--- config.mk ---
export PLATFORM = sky130hd
export DESIGN_NAME = cmp_85_bus_flat
export DESIGN_NICKNAME = d
export VERILOG_FILES = /design/src/rtl/cmp_85_bus_pkg.sv /design/src/rtl/cmp_85_bus_if.sv /design/src/rtl/cmp_85_core.sv /design/src/rtl/cmp_85_bus.sv /design/src/flat_wrapper.sv
export SDC_FILE = /design/constraint.sdc
export NUM_CORES = 1
export LEC_CHECK = 0
export ABC_AREA = 1
export CORE_AREA = 2 2 39 41
export DETAILED_ROUTE_END_ITERATION = 12
export DIE_AREA = 0 0 41 43
export GPL_TIMING_DRIVEN = 0
export PLACE_DENSITY = 0.49
export SKIP_CTS_REPAIR_TIMING = 1
export SYNTH_ARGS = -nofsm -noshare
export SYNTH_HDL_FRONTEND = slang
export SYNTH_SLANG_ARGS = --single-unit
--- constraint.sdc ---
create_clock -name clk -period 1.3 [get_ports clk]
set_input_delay 0.26 -clock clk [delete_from_list [all_inputs] [get_ports clk]]
set_output_delay 0.26 -clock clk [all_outputs]
set_load 0.05 [all_outputs]
--- src/rtl/cmp_85_bus_pkg.sv ---
// Shared constants for the 74xx85-style magnitude comparator.
// Contents:
//   CMP_W  default operand width used by the comparator, its interface and its wrapper.
package cmp_85_bus_pkg;

  localparam int unsigned CMP_W = 4;

endpackage : cmp_85_bus_pkg

--- src/rtl/cmp_85_bus_if.sv ---
// Bus interface for the magnitude comparator.
// Groups the operand inputs, the cascade inputs and the combinational and registered flag outputs.
// Modports:
//   master  drives a, b, ilt, igt, ieq and observes every flag output (ALU side / bench)
//   slave   the comparator side: consumes the operands and the cascade inputs, drives the flags
// Signals:
//   a, b           unsigned operands, WIDTH bits
//   ilt, igt, ieq  cascade inputs; only ieq has an effect (it qualifies qeq)
//   qlt, qgt, qeq  combinational compare result
//   qlt_r..qeq_r   the same three flags, registered
interface cmp_85_bus_if
  import cmp_85_bus_pkg::*;
#(
  parameter int unsigned WIDTH = CMP_W
);

  logic [WIDTH-1:0] a;
  logic [WIDTH-1:0] b;
  logic             ilt;
  logic             igt;
  logic             ieq;
  logic             qlt;
  logic             qgt;
  logic             qeq;
  logic             qlt_r;
  logic             qgt_r;
  logic             qeq_r;

  modport master (
    output a, b, ilt, igt, ieq,
    input  qlt, qgt, qeq, qlt_r, qgt_r, qeq_r
  );

  modport slave (
    input  a, b, ilt, igt, ieq,
    output qlt, qgt, qeq, qlt_r, qgt_r, qeq_r
  );

endinterface : cmp_85_bus_if

--- src/rtl/cmp_85_core.sv ---
// Pure combinational unsigned magnitude compare.
// Ports:
//   a_i, b_i   operands, WIDTH bits, unsigned
//   ieq_i      cascade equal-in; gates the equal result
//   qlt_o      1 iff a_i < b_i
//   qgt_o      1 iff a_i > b_i
//   qeq_o      ieq_i when a_i == b_i, else 0
module cmp_85_core
  import cmp_85_bus_pkg::*;
#(
  parameter int unsigned WIDTH = CMP_W
) (
  input  logic [WIDTH-1:0] a_i,
  input  logic [WIDTH-1:0] b_i,
  input  logic             ieq_i,
  output logic             qlt_o,
  output logic             qgt_o,
  output logic             qeq_o
);

  logic eq;

  always_comb begin
    qlt_o = 1'b0;
    qgt_o = 1'b0;
    eq    = 1'b0;
    if (a_i < b_i) begin
      qlt_o = 1'b1;
    end else if (a_i > b_i) begin
      qgt_o = 1'b1;
    end else begin
      eq = 1'b1;
    end
    // AND with a known 0 forces a clean 0 even when ieq_i is X/Z.
    qeq_o = eq & ieq_i;
  end

endmodule : cmp_85_core

--- src/rtl/cmp_85_bus.sv ---
// 74xx85-style magnitude comparator, bus variant, for the ALU flag path.
// Combinational flags come straight from cmp_85_core; a 3-bit register keeps a one-cycle-delayed
// copy for the sequential flag logic, cleared asynchronously by rst_n.
// Ports:
//   clk    rising-edge clock, only used by the flag register
//   rst_n  asynchronous active-low reset of the flag register
//   bus    cmp_85_bus_if slave modport (operands, cascade inputs, flag outputs)
module cmp_85_bus
  import cmp_85_bus_pkg::*;
#(
  parameter int unsigned WIDTH = CMP_W
) (
  input  logic              clk,
  input  logic              rst_n,
  cmp_85_bus_if.slave       bus
);

  logic       qlt;
  logic       qgt;
  logic       qeq;
  logic [2:0] flags_d;
  logic [2:0] flags_q;

  // ilt/igt exist for pin compatibility only; they never reach the compare.
  logic unused_cascade;
  assign unused_cascade = bus.ilt ^ bus.igt;

  cmp_85_core #(
    .WIDTH (WIDTH)
  ) u_core (
    .a_i   (bus.a),
    .b_i   (bus.b),
    .ieq_i (bus.ieq),
    .qlt_o (qlt),
    .qgt_o (qgt),
    .qeq_o (qeq)
  );

  always_comb begin
    flags_d = {qlt, qgt, qeq};
  end

  always_ff @(posedge clk or negedge rst_n) begin
    if (!rst_n) begin
      flags_q <= 3'b000;
    end else begin
      flags_q <= flags_d;
    end
  end

  assign bus.qlt   = qlt;
  assign bus.qgt   = qgt;
  assign bus.qeq   = qeq;
  assign bus.qlt_r = flags_q[2];
  assign bus.qgt_r = flags_q[1];
  assign bus.qeq_r = flags_q[0];

endmodule : cmp_85_bus

--- src/flat_wrapper.sv ---
// flat-port wrapper written by rule: the top's interface ports become plain ports
module cmp_85_bus_flat import cmp_85_bus_pkg::*;
#(
  parameter int unsigned WIDTH = CMP_W
)
  (clk, rst_n, bus_a, bus_b, bus_ilt, bus_igt, bus_ieq, bus_qlt, bus_qgt, bus_qeq, bus_qlt_r, bus_qgt_r, bus_qeq_r);
  cmp_85_bus_if #(.WIDTH(WIDTH)) bus_i ();
  input  logic clk;
  input  logic rst_n;
  input wire logic [$bits(bus_i.a)-1:0] bus_a;
  input wire logic [$bits(bus_i.b)-1:0] bus_b;
  input wire logic [$bits(bus_i.ilt)-1:0] bus_ilt;
  input wire logic [$bits(bus_i.igt)-1:0] bus_igt;
  input wire logic [$bits(bus_i.ieq)-1:0] bus_ieq;
  output wire logic [$bits(bus_i.qlt)-1:0] bus_qlt;
  output wire logic [$bits(bus_i.qgt)-1:0] bus_qgt;
  output wire logic [$bits(bus_i.qeq)-1:0] bus_qeq;
  output wire logic [$bits(bus_i.qlt_r)-1:0] bus_qlt_r;
  output wire logic [$bits(bus_i.qgt_r)-1:0] bus_qgt_r;
  output wire logic [$bits(bus_i.qeq_r)-1:0] bus_qeq_r;
  assign bus_i.a = bus_a;
  assign bus_i.b = bus_b;
  assign bus_i.ilt = bus_ilt;
  assign bus_i.igt = bus_igt;
  assign bus_i.ieq = bus_ieq;
  assign bus_qlt = bus_i.qlt;
  assign bus_qgt = bus_i.qgt;
  assign bus_qeq = bus_i.qeq;
  assign bus_qlt_r = bus_i.qlt_r;
  assign bus_qgt_r = bus_i.qgt_r;
  assign bus_qeq_r = bus_i.qeq_r;
  cmp_85_bus #(.WIDTH(WIDTH)) u_core (.clk(clk), .rst_n(rst_n), .bus(bus_i));
endmodule
==> impl_metrics.json <==
{
  "ys_warn_count": 0,
  "largest-register": "u_core.flags_q",
  "vdd_drop_max_mv": 0.256,
  "synth_edf_count": 0,
  "leakage_nw": 0.298,
  "violations": "setup timing",
  "globalRoute.totalOverflow": 0,
  "fp.dieH_um": 43,
  "cp-startpoint": "bus_b[3]",
  "period_minus_slack_ps": 1490,
  "worst_slew_pin_slew_ps": 500,
  "largest_register_ffs": 3,
  "hold_viol": 0,
  "syn2layout_area_growth_pct": 184,
  "wl_um": 563,
  "path_class": "in2out",
  "fill_cells": 140,
  "cts_buffer_depth": 2,
  "synth.cell_area_um2": 201,
  "worstPathMaxFanout": 2,
  "cp-end-kind": "output port",
  "n_antenna_cell": 0,
  "instances_no_fill": 64,
  "vias": 250,
  "final.setup.worst_slack_ps": -186,
  "gp_congestion": 0.555,
  "rsz0062_at_grt": "yes",
  "cap_violations": 0,
  "clock-root-buffer": "clkbuf_4",
  "viasPerCell": 3.91,
  "slowest_stage": "ha_4",
  "dp.cells": 57,
  "grt_pass1_vias": 249,
  "finalSetupViolCount": 3,
  "required_ps": 1040,
  "synth_top_area_share_pct": 37.3,
  "seq_area_frac_synth_pct": 37.3,
  "critical_path.cell_chain": "buf_6, clkinv_4, ha_4, nand2_4, nor2_4, nand2_2, a21oi_4, buf_8",
  "grt_pass1_wl_um": 862,
  "rows": 14,
  "fin_crit_sh_pct": 114,
  "multi_input_area_um2": 219,
  "cts.sinks": 3,
  "yosysTopAreaCell": "dfrtp_1",
  "grt_max_degree": 4,
  "reg_top3": "u_core.flags_q x3",
  "drt-wirelength-per-cell_um": 8.80,
  "ios": 19,
  "hpwl_um": 508,
  "initial_core_util_pct": 14.6,
  "drc": 0,
  "fin_nets": 66,
  "slew_headroom_pct": 66.6,
  "worst_setup_path_start_kind": "primary input",
  "synthTopCellsByCount": "7 x inv_1, 6 x nand2_1, 4 x ha_1",
  "grt.total_usage_pct": 7.61,
  "critPathMaxStageDelay_ps": 280,
  "status": "complete, but fails checks",
  "cts_buffers": 3,
  "yosys-top-cells-area": "dfrtp_1 37%, ha_1 25%, inv_1 13%",
  "p_total_w": 0.000517,
  "port-buffer-count": 16,
  "synth_fp_nets": 42,
  "antenna_left": 0,
  "die_w_um": 41,
  "cts.htree.levels": 1,
  "max_freq_ghz": 0.673,
  "arrival_ps": 1230,
  "cts_tree": "done",
  "dr.pass1.iters": 2,
  "syn_area_per_cell_um2": 8.06,
  "drive_gt1_share_pct": 72.9,
  "synth.distinct_cells": 7,
  "final_util_pct": 41.3,
  "p_per_area_nw_per_um2": 904,
  "async_flop_share_pct": 100,
  "antenna_found_initial": 0,
  "synth_flop_cell": "dfrtp_1",
  "dieArea_um2": 1760,
  "drt_iter0_markers": 2,
  "hold_class": "in2async",
  "final-seq-area_um2": 75.1,
  "synthCells": 25,
  "final_max_slew_viol_count": 0,
  "synth_seq_cells": 3,
  "dp_slack_ps": -1310,
  "cts.clk_slew.worst_paths_ps": 30,
  "synth.most_common_cell": "inv_1",
  "core_area_um2": 1380
}
[power breakdown]
group	total (W)	leakage [nW]	switching (W)	internal, W
Combinational	0.000252	0.246	0.000140	0.000112
Sequential	0.000105	0.0374	0.00000202	0.000103
Clock	0.000160	0.0150	0.0000454	0.000115
[cell type report]
| cell class | count | area share [%] |
|---|---|---|
| well taps | 16 | 3.50 |
| clock buffers | 4 | 4.60 |
| multi-input cells | 15 | 38.3 |
| repair buffers | 19 | 32.4 |
| flip-flops and latches | 3 | 13.1 |
| inverters | 7 | 8.10 |
[layer usage]
layer	up-vias	global-route usage, %	part of all wire, %
met5	-	0	0
met4	0	6.00	1.8
met3	2	2.09	12
met2	14	16.3	56
met1	111	3.50	30
li1	123	-	-
[critical path, delay by kind of cell]
family	cells	cell delay (ps)
buffers and inverters	3	280
AOI/OAI and AO/OA	1	140
adders and majority gates	1	280
and+or+nand+nor	3	260
[cell usage in the layout (no fill, tap or decap), drive strengths merged]
master	count
and2	1
a21oi	3
inv	6
clkinv	1
dlymetal6s2s	4
ha	4
dfrtp	3
clkbuf	9
nor2	1
buf	8
nand2	6
clkdlybuf4s50	2
[logic make-up after synthesis]
logic type | after synthesis | synth area share, %
AND/OR/NAND/NOR | 8 | 17.4
buffers and inverters | 7 | 13.0
flip-flops | 3 | 37.3
adder cells (fa/ha/maj) | 4 | 24.8
AO/OA/AOI/OAI | 3 | 7.45
[metrics by stage]
| step | area [µm²] | setup TNS [ps] | hold slack, ps |
|---|---|---|---|
| global placement | 503 | -4990 | 446 |
| finish | 572 | -409 | 218 |
| detailed placement | 503 | -5020 | 461 |
| floorplan | 323 | -130 | -35.6 |
| CTS | 529 | -5040 | 219 |
| global route | 572 | -531 | 215 |
[final timing paths]
path	endpoint	cells past startpoint
hold / removal	u_core.flags_q[1]$_DFF_PN0_	1
min in group clk	u_core.flags_q[1]$_DFF_PN0_	4
max in group asynchronous	u_core.flags_q[0]$_DFF_PN0_	1
setup / recovery	bus_qeq	8
Power figures use the tool's default switching activity.
